$ cat src/rtl/riscv_defs.sv
`default_nettype none
// +------------------------------------------------------------------+
// | riscv_defs : opcodes, bypass encodings and hazard slot types     |
// | Revision   : 1.0                                                 |
// +------------------------------------------------------------------+
package riscv_defs;

  localparam logic [6:0] LUI   = 7'b0110111;
  localparam logic [6:0] AUIPC = 7'b0010111;
  localparam logic [6:0] JAL   = 7'b1101111;
  localparam logic [6:0] JALR  = 7'b1100111;
  localparam logic [6:0] BCC   = 7'b1100011;
  localparam logic [6:0] LCC   = 7'b0000011;
  localparam logic [6:0] SCC   = 7'b0100011;
  localparam logic [6:0] MCC   = 7'b0010011;
  localparam logic [6:0] RCC   = 7'b0110011;

  localparam logic [1:0] NONE = 2'b00;
  localparam logic [1:0] MX   = 2'b01;
  localparam logic [1:0] WX   = 2'b10;

  typedef struct packed {
    logic [4:0] rs1;
    logic [4:0] rs2;
    logic [4:0] rd;
    logic       uses_rs1;
    logic       uses_rs2;
    logic       writes_rd;
    logic       is_load;
    logic       is_store;
  } dec_t;

  typedef struct packed {
    logic valid;
    dec_t d;
  } slot_t;

  function automatic logic fwd_hit(input slot_t s, input logic [4:0] r);
    return s.valid && s.d.writes_rd && (s.d.rd == r);
  endfunction

  // The younger producer in M always wins over the older one in W.
  function automatic logic [1:0] sel_bypass(input logic use_rs, input logic [4:0] rs,
                                            input slot_t mem, input slot_t wb);
    if (!use_rs)               return NONE;
    else if (fwd_hit(mem, rs)) return MX;
    else if (fwd_hit(wb, rs))  return WX;
    else                       return NONE;
  endfunction

endpackage
`default_nettype wire

$ cat src/rtl/hz_decode.sv
`default_nettype none
// +------------------------------------------------------------------+
// | hz_decode : register-usage classification of one instruction     |
// | Revision  : 1.0                                                  |
// +------------------------------------------------------------------+
module hz_decode
  import riscv_defs::*;
(
  input  logic [31:0] inst,
  output dec_t        dec
);

  logic [6:0] w_opcode;
  logic       unused_bits;

  assign w_opcode    = inst[6:0];
  assign unused_bits = ^{inst[31:25], inst[14:12]};

  always_comb begin
    dec          = '0;
    dec.rs1      = inst[19:15];
    dec.rs2      = inst[24:20];
    dec.rd       = inst[11:7];
    dec.uses_rs1 = !((w_opcode == LUI) || (w_opcode == AUIPC) || (w_opcode == JAL));
    dec.uses_rs2 = (w_opcode == RCC) || (w_opcode == BCC) || (w_opcode == SCC);
    // x0 is never a producer, so it can never forward or stall.
    dec.writes_rd = !((w_opcode == BCC) || (w_opcode == SCC)) && (inst[11:7] != 5'd0);
    dec.is_load  = (w_opcode == LCC);
    dec.is_store = (w_opcode == SCC);
  end

endmodule
`default_nettype wire

$ cat src/rtl/hazard_ctl.sv
`default_nettype none
// +------------------------------------------------------------------+
// | hazard_ctl : forwarding, load-use stall and branch flush control |
// | Revision   : 1.0                                                 |
// +------------------------------------------------------------------+
module hazard_ctl
  import riscv_defs::*;
(
  input  logic        clk,
  input  logic        rst_n,
  input  logic [31:0] inst_d,
  input  logic        inst_valid_d,
  input  logic        pc_sel_x,
  output logic [1:0]  alu_in1_bypass,
  output logic [1:0]  alu_in2_bypass,
  output logic        wm_bypass,
  output logic        wd_rs1,
  output logic        wd_rs2,
  output logic        stall_fd,
  output logic        flush_d,
  output logic        flush_x
);

  dec_t  w_dec;
  slot_t r_ex, r_mem, r_wb;
  slot_t w_ex_next;
  logic  w_load_use;
  logic  w_redirect;

  hz_decode u_decode (
    .inst (inst_d),
    .dec  (w_dec)
  );

  // Store data is patched in M from W, so a load feeding only store rs2 needs no stall.
  assign w_load_use = r_ex.valid && r_ex.d.is_load && r_ex.d.writes_rd && inst_valid_d &&
                      ((w_dec.uses_rs1 && (r_ex.d.rd == w_dec.rs1)) ||
                       (w_dec.uses_rs2 && !w_dec.is_store && (r_ex.d.rd == w_dec.rs2)));
  assign w_redirect = pc_sel_x & rst_n;

  assign stall_fd = w_load_use & ~w_redirect;
  assign flush_d  = w_redirect;
  assign flush_x  = w_load_use | w_redirect;

  assign alu_in1_bypass = sel_bypass(r_ex.valid && r_ex.d.uses_rs1, r_ex.d.rs1, r_mem, r_wb);
  assign alu_in2_bypass = sel_bypass(r_ex.valid && r_ex.d.uses_rs2, r_ex.d.rs2, r_mem, r_wb);
  assign wm_bypass      = r_mem.valid && r_mem.d.is_store && fwd_hit(r_wb, r_mem.d.rs2);
  assign wd_rs1         = w_dec.uses_rs1 && fwd_hit(r_wb, inst_d[19:15]);
  assign wd_rs2         = w_dec.uses_rs2 && fwd_hit(r_wb, inst_d[24:20]);

  always_comb begin
    w_ex_next = '0;
    if (inst_valid_d && !stall_fd && !flush_x) begin
      w_ex_next.valid = 1'b1;
      w_ex_next.d     = w_dec;
    end
  end

  always_ff @(posedge clk or negedge rst_n) begin
    if (!rst_n) begin
      r_ex  <= '0;
      r_mem <= '0;
      r_wb  <= '0;
    end else begin
      r_ex  <= w_ex_next;
      r_mem <= r_ex;
      r_wb  <= r_mem;
    end
  end

endmodule
`default_nettype wire

$ cat config.mk
export PLATFORM = sky130hd
export DESIGN_NAME = hazard_ctl
export DESIGN_NICKNAME = d
export VERILOG_FILES = /design/src/rtl/riscv_defs.sv /design/src/rtl/hz_decode.sv /design/src/rtl/hazard_ctl.sv
export SDC_FILE = /design/constraint.sdc
export NUM_CORES = 1
export LEC_CHECK = 0
export CELL_PAD_IN_SITES_DETAIL_PLACEMENT = 2
export CELL_PAD_IN_SITES_GLOBAL_PLACEMENT = 2
export CORE_MARGIN = 4
export CORE_UTILIZATION = 31
export CTS_CLUSTER_SIZE = 24
export DETAILED_ROUTE_END_ITERATION = 6
export MAX_ROUTING_LAYER = met4
export PLACE_DENSITY = 0.8
export SLEW_MARGIN = 20
export SYNTH_ARGS = -nofsm -noshare
export SYNTH_HDL_FRONTEND = slang
export SYNTH_SLANG_ARGS = --single-unit
$ cat constraint.sdc
create_clock -name clk -period 1.8 [get_ports clk]
set_input_delay 0.27 -clock clk [delete_from_list [all_inputs] [get_ports clk]]
set_output_delay 0.27 -clock clk [all_outputs]
set_load 0.01 [all_outputs]
==> results of run 1 <==
[power breakdown]
part | switching, uW | leakage, uW | internal, uW
sequential | 61.0 | 0.000526 | 967
clock | 374 | 0.0000574 | 452
combinational | 195 | 0.000812 | 219
[per-layer routing]
| metal | track usage, % | part of all wire, % | vias to the layer above |
|---|---|---|---|
| met5 | - | 0 | - |
| met4 | 5.61 | 2.9 | 0 |
| met3 | 3.17 | 2.7 | 16 |
| met2 | 37.2 | 56 | 49 |
| met1 | 20.7 | 38 | 822 |
| li1 | - | - | 702 |
[layout make-up]
class                           instances  area [um^2]  area share [%]
Inverter                                1         3.75           0.125
Clock inverter                          2         37.5            1.25
Tap cell                               75         93.8            3.13
Clock buffer                            6         82.6            2.75
Multi-Input combinational cell        111         1080            36.1
Sequential cell                        41         1040            34.6
Timing Repair Buffer                   80          663            22.1
[worst max-delay path: cells and delay by family (launching register included)]
kind          cells  cell delay, ps
simple gates      2             620
flops             1             500
xor+xnor          1             280
buf+inv           1             170
[kinds of logic (layout without fill, tap and decap cells)]
kind of cell           count (synthesis)  after routing
AO/OA/AOI/OAI                          3              3
XOR/XNOR                              46             46
flip-flops                            41             41
buffers and inverters                  7             89
AND/OR/NAND/NOR                       62             62
[stage by stage]
| stage | setup TNS [ps] | power [uW] |
|---|---|---|
| 6_report | -1710 | 2270 |
| 5_1_grt | -3560 | 2350 |
| 4_1_cts | -992 | 2160 |
| 3_5_place_dp | -12380 | 1340 |
| 3_3_place_gp | -11170 | 1320 |
| 2_1_floorplan | 0 | 1160 |
[layout by cell type (no fill, tap or decap), types with 2 or more instances in the layout]
cell	Yosys	final
nor4_4	0	3
nor2_1	4	3
clkdlybuf4s50_1	0	6
nand2_1	9	8
dlymetal6s2s_1	0	5
dlygate4sd2_1	0	11
clkbuf_2	0	2
and3_1	3	2
nor4_1	7	3
and2_1	15	14
nor3_1	4	2
xnor2_1	37	14
dfrtp_1	41	33
buf_6	1	9
buf_2	0	9
xnor2_2	0	22
clkbuf_8	0	6
xor2_1	9	9
buf_4	0	37
nor3_2	0	2
nor4_2	2	3
dfrtp_2	0	8
nand4_1	12	12
[what timing repair did]
item / CTS / global route
endpoints found under the setup margin: 29 / 29
setup buffers: 11 / 8
gates resized for setup: 85 / 37
pin swaps: 30 / 24
gates cloned: 0 / 1
[worst min-delay path by stage]
stage | start | end | slack (ps) | cells past startpoint
3_5_place_dp | r_ex[0] | r_mem[0] | 350 | 0
3_3_place_gp | r_ex[0] | r_mem[0] | 340 | 0
6_report | rst_n | r_mem[12] | 90 | 2
5_1_grt | rst_n | r_mem[12] | 140 | 2
2_1_floorplan | rst_n | r_ex[0] | -30 | 0
4_1_cts | rst_n | r_mem[11] | 140 | 2
[state kept, by name (all words and copies together), names as in the netlist]
register  count
r_mem        13
r_ex         21
r_wb          7
==> impl_results.md, run 1 <==
- Status: finished, violations left
- Failing checks: negative setup slack
- RR Startpoint: r_ex[8]
- Crit Path Category: flip-flop to output pin
- Synth area leaders: dfrtp_1 55%, xnor2_1 17%, and2_1 5.0%
- Largest family of logic cells by synthesized area: XOR/XNOR gates
- WL/cell: 23.8 um
- Hold Fails Final Rpt: 0
- CTS Buffer Depth: 2
- DP Cell Count: a little under 300
- Post-synth EDFFs: 0
- Max Clock Skew: around 14 ps
- Fin nets: 276
- Final slew viol count: 0
- Pleak: between 0.001 and 0.0015 uW
- Clock slew at reported path FFs: ~100 ps
- Startpoint Class: flip-flop
- Post-synthesis simple-gate area fraction: 20.5%
- Most common cell in the netlist: dfrtp_1
- Die X: 85.7 um
- Core Util, Final: about half
- DRC: 0
- Detail Placement HPWL: 4460 um
- Synth area leader: dfrtp_1
- Slew headroom: 63.7%
- First-pass GRT wire length: 10200 um
- XOR/XNOR Fraction of Synth Area: between 20% and 30%
- Crit path from: r_wb[5]
- Vias per cell: 5.03
- Setup-failing EPs final: 9
- Compound-gate portion of the synthesized area: approximately 1.4%
- Mapped cell area: around 0.0019 mm^2
- CTS buffer count: 5
- Worst Setup End Kind: output pin
- Worst hold slack: 93.7 ps
- CP Data Required Time: 1530 ps
- Starting density of the core: between 30% and 40%
- Worst-Margin Slew: 545 ps
- CTS tree: yes
- Sequential fraction of the synthesis area: about 55%
- Crit Path Max Fanout: 5
- CP peak stage delay: roughly 500 ps
- Area after DPL: between 0.002 and 0.0025 mm^2
- Finished Layout Cells: 316
- R2r worst-path depth: 7
- Crit path max-delay cell type: dfrtp_2
- Overall routing resource usage: about a fifth
- Die Ht: about 86 um
- Synthesized flop and latch total: 41
- Predominant post-synthesis flop cell: dfrtp_1
- Grt total ovfl: 0
- # hold bufs at CTS: 0
- Max-Cap Viols: 0
- Reg-to-reg slack, setup: 50 ps
- Fmax: 0.465 GHz
- Root buf cell: clkbuf_8
- GPL Wtd Cong: about 0.83
- P&R area growth vs syn: 60.1%
- Peak VDD IR: approximately 600 uV
- Worst Setup EP: alu_in1_bypass[1]
- CP cell instances: xnor2_1 > nand4_1 > nor4_4 > buf_2
- Synth async-reset ratio: 100%
- Max H-tree Level: 2
- Syn nets: ~200
- Final worst slack: -353 ps
- Fillers: approximately 600
- Multiplexer area fraction after synthesis: 0%
- Syn Area/Cell: between 10 and 15 um^2
- Routed vias: about 1600
- Cell area after layout: ~0.0030 mm^2
- ANT nets after route: 0
- Share of cells above drive strength 1: 46.5%
- Post-Synth Adder-Cell Area: 0%
- Top post-synthesis cells by count: 41 x dfrtp_1, 37 x xnor2_1, 15 x and2_1
- CORE AREA: 0.00589 mm^2
- Min Tclk post-route: approximately 2200 ps
- DRT iter0 DRCs: between 60 and 70
- Worst Path Arrival: 1880 ps
- CTS sink count: ~40
- RSZ-0062 raised after global routing: true
- Vias in the first global route: 1800
- Synth Warn #: 0
- DRT Wirelength: 7520 um
- Synth top area share: between 50% and 60%
- Router iterations before antenna repair: 4
- Pwr per Cell Area: roughly 760 mW/mm^2
- Fin crit share: 120%
- Pin count of the biggest net entering global routing: between 40 and 50
- Worst R2R End: r_ex[13]
- Clock latency on the worst-skew pair: 310 ps
- Die ar.: ~0.0073 mm^2
- IO Pins: between 40 and 50
- Synth cell types: 23
- Rows: 28
- Initial antenna violation count: 0
- PortBufs: 35
- DP Worst Slack: -757 ps
- Tightest Hold Check Type: primary input to asynchronous set/reset pin
- Mapped Cells: ~160
- Antenna cells: 0
Note: power is estimated with default switching activity, not from simulation.
==> run 2: changes to the inputs <==
--- a/config.mk
+++ b/config.mk
@@ -8,9 +8,10 @@
 export CELL_PAD_IN_SITES_DETAIL_PLACEMENT = 2
 export CELL_PAD_IN_SITES_GLOBAL_PLACEMENT = 2
 export CORE_MARGIN = 4
-export CORE_UTILIZATION = 31
+export CORE_UTILIZATION = 40
 export CTS_CLUSTER_SIZE = 24
 export DETAILED_ROUTE_END_ITERATION = 6
+export DONT_BUFFER_PORTS = 1
 export MAX_ROUTING_LAYER = met4
 export PLACE_DENSITY = 0.8
 export SLEW_MARGIN = 20
==> run 2 against run 1 <==
Net effect:
- largest power group unchanged
- maximum frequency increased by 2.6%
- worst hold slack got worse by 4.4 ps
- sequential power about the same
- the flow still finishes with violations (negative setup slack)
- non-clock buffer count decreased by 54
- highest routed layer unchanged
- die area decreased by 21%
==> impl_results.md, run 2 (synthesis results as in run 1) <==
- Fillers: 411 (was 590)
- Initial antenna violation count: 0 (unchanged)
- Vias in the first global route: 1623 (was 1800)
- Hold Path Stages: 1
- Cell area after layout: 0.00250 mm^2 (was 0.00300 mm^2)
- Starting density of the core: 42.1% (was 31.8%)
- Max-Cap Viols: 0 (unchanged)
- P&R area growth vs syn: 33.6% (was 60.1%)
- Setup-failing EPs final: 27 (was 9)
- CTS buffer count: 5 (unchanged)
- CTS Buffer Depth: 2 (unchanged)
- Crit path max-delay cell type: dfrtp_2 (unchanged)
- CP cell instances: xnor2_2 > nand4_1 > nor4_2 > buf_4 > nor2_4 > nor2_4 (was xnor2_1 > nand4_1 > nor4_4 > buf_2)
- Sum of negative setup slack: -4220 ps (was -1710 ps)
- Share of cells above drive strength 1: 41.4% (was 46.5%)
- CP delay by family, top: simple AND/OR/NAND/NOR gates (unchanged)
- CP Data Required Time: 1530 ps (about the same)
- Final worst slack: -298 ps (was -353 ps)
- GPL Wtd Cong: 0.781 (was 0.829)
- Worst Path Buf+Inv: 1 (unchanged)
- Overall routing resource usage: 23.4% (was 19.6%)
- Reg-to-reg slack, setup: -190 ps (was 50 ps)
- DRC: 0 (unchanged)
- CORE AREA: 0.00444 mm^2 (was 0.00589 mm^2)
- Top reg by flops: r_ex (unchanged)
- WL/cell: 29.3 um (was 23.8 um)
- Root buf cell: clkbuf_8 (unchanged)
- Biggest regs: r_ex: 21 flops, r_mem: 13 flops, r_wb: 7 flops (unchanged)
- Detail Placement HPWL: 3590 um (was 4460 um)
- Tightest Hold Check Type: primary input to flip-flop (was primary input to asynchronous set/reset pin)
- Die Ht: 76.4 um (was 85.7 um)
- Most frequent cells in the layout: 31 x dfrtp_1, 19 x buf_4, 18 x xnor2_1 (was 37 x buf_4, 33 x dfrtp_1, 22 x xnor2_2)
- Pwr per Cell Area: 833 mW/mm^2 (was 757 mW/mm^2)
- CTS sink count: 41 (unchanged)
- Die X: 76.4 um (was 85.7 um)
- Die ar.: 0.00584 mm^2 (was 0.00735 mm^2)
- CP Depth: 6 (was 4)
- CP peak stage delay: 450 ps (was 500 ps)
- Min Tclk post-route: 2100 ps (was 2150 ps)
- Switch Pwr: 557 uW (was 631 uW)
- Clock slew at reported path FFs: 80 ps (was 100 ps)
- IO Pins: 46 (unchanged)
- Fmax: 0.477 GHz (was 0.465 GHz)
- Failing checks: negative setup slack (unchanged)
- Worst Setup EP: stall_fd (was alu_in1_bypass[1])
- Max H-tree Level: 2 (unchanged)
- R2r worst-path depth: 8 (was 7)
- Final slew viol count: 0 (unchanged)
- Antenna cells: 0 (unchanged)
- RSZ-0062 raised after global routing: true (unchanged)
- RR Startpoint: r_ex[6] (was r_ex[8])
- Critical Path Most Common Cell: nor2_4
- Pin count of the biggest net entering global routing: 42 (unchanged)
- Worst Path Arrival: 1830 ps (was 1880 ps)
- Grt total ovfl: 0 (unchanged)
- Crit path from: r_ex[6] (was r_wb[5])
- Clock network power share: 36.1% (was 36.4%)
- Worst R2R End: r_ex[10] (was r_ex[13])
- Logic pwr share: 14.2% (was 18.2%)
- Switch share: 26.7% (was 27.8%)
- CTS tree: yes (unchanged)
- Reg power frac: 49.7% (was 45.3%)
- Pleak: 0.00105 uW (was 0.00140 uW)
- Slew headroom: 69.5% (was 63.7%)
- Vias per cell: 5.74 (was 5.03)
- Fin nets: 222 (was 276)
- Hold Fails Final Rpt: 0 (unchanged)
- Startpoint Class: flip-flop (unchanged)
- Max reg flops: 21 (unchanged)
- Routed vias: 1366 (was 1589)
- Status: finished, violations left (unchanged)
- Rows: 24 (was 28)
- Commonest non-fill, non-tap cell in the layout: dfrtp_1 (was buf_4)
- Area after DPL: 0.00198 mm^2 (was 0.00248 mm^2)
- Peak VDD IR: 703 uV (was 615 uV)
- Worst-Margin Slew: 453 ps (was 545 ps)
- Clock latency on the worst-skew pair: 300 ps (was 310 ps)
- Fin crit share: 117% (was 120%)
- Max Clock Skew: 5.80 ps (was 14.4 ps)
- PortBufs: 0 (was 35)
- ANT nets after route: 0 (unchanged)
- Crit Path Max Fanout: 3 (was 5)
- Worst Setup End Kind: output pin (unchanged)
- DRT iter0 DRCs: 69 (was 62)
- Pint: 1530 uW (was 1640 uW)
- First-pass GRT wire length: 9770 um (was 10200 um)
- Crit Path Category: flip-flop to output pin (unchanged)
- DRT Wirelength: 6980 um (was 7520 um)
- Router iterations before antenna repair: 4 (unchanged)
-- run 2: changes by cell type in the layout (fill, tap and decap cells not counted), sizes merged, moves of 3 or more --
cell           change
buf               -30
dlygate4sd2       -11
clkdlybuf4s50      -6
dlymetal6s2s       -5
clkbuf             -3
-- run 2: power by group through the flow --
| stage | combinational, uW | clock (uW) | sequential (uW) |
|---|---|---|---|
| 4_1_cts | 233 | 740 | 1030 |
| 2_1_floorplan | 143 | 0 | 1010 |
| 6_report | 295 | 753 | 1040 |
| 5_1_grt | 312 | 819 | 1040 |
| 3_5_place_dp | 166 | 0 | 1040 |
| 3_3_place_gp | 156 | 0 | 1030 |
-- run 2: what timing repair did --
action                                 4_1_cts  5_1_grt
gates cloned                                 0        1
setup endpoints to repair                    9       26
pin swaps                                   15        9
hold buffers                                 2        0
setup buffers                                7        7
endpoints found under the hold margin       41        0
resized for setup                           32       18
-- run 2: how the worst min path moves through the flow --
stage          startpoint      end  slack (ps)
6_report        inst_d[7]  r_ex[5]          90
5_1_grt         inst_d[7]  r_ex[5]          90
4_1_cts        inst_d[10]  r_ex[8]          90
3_5_place_dp        rst_n  r_ex[5]         -20
3_3_place_gp        rst_n  r_ex[5]         -20
2_1_floorplan       rst_n  r_ex[0]         -30
-- run 2: final cells by class --
cell class / instances / area (um^2) / area share (%)
well taps: 52 / 65.1 / 2.60
inverters: 1 / 3.75 / 0.150
clock buffers: 5 / 68.8 / 2.75
flip-flops and latches: 41 / 1040 / 41.5
repair buffers: 26 / 238 / 9.50
multi-input cells: 111 / 1050 / 42.1
clock inverters: 2 / 35.0 / 1.40
-- run 2: metrics by stage --
stage	setup slack [ps]	cells	hold slack (ps)	total power, uW	util, %
after global routing	-292	238	85.4	2170	56.3
final	-298	238	89.3	2080	56.3
after floorplan	144	159	-25.6	1160	-
after global placement	92.6	214	-24.6	1190	44.5
after CTS	-77.0	230	93.7	2000	52.2
after detailed placement	48.1	214	-24.5	1200	44.5
-- run 2: metal layers --
layer / global-route usage, % / up-vias / part of all wire [%] / wire (um)
li1: - / 595 / - / -
met1: 27.0 / 725 / 42 / 2920
met2: 39.7 / 37 / 53 / 3680
met3: 5.56 / 9 / 3.3 / 230
met4: 8.88 / 0 / 2.1 / 146
met5: - / - / 0 / 0
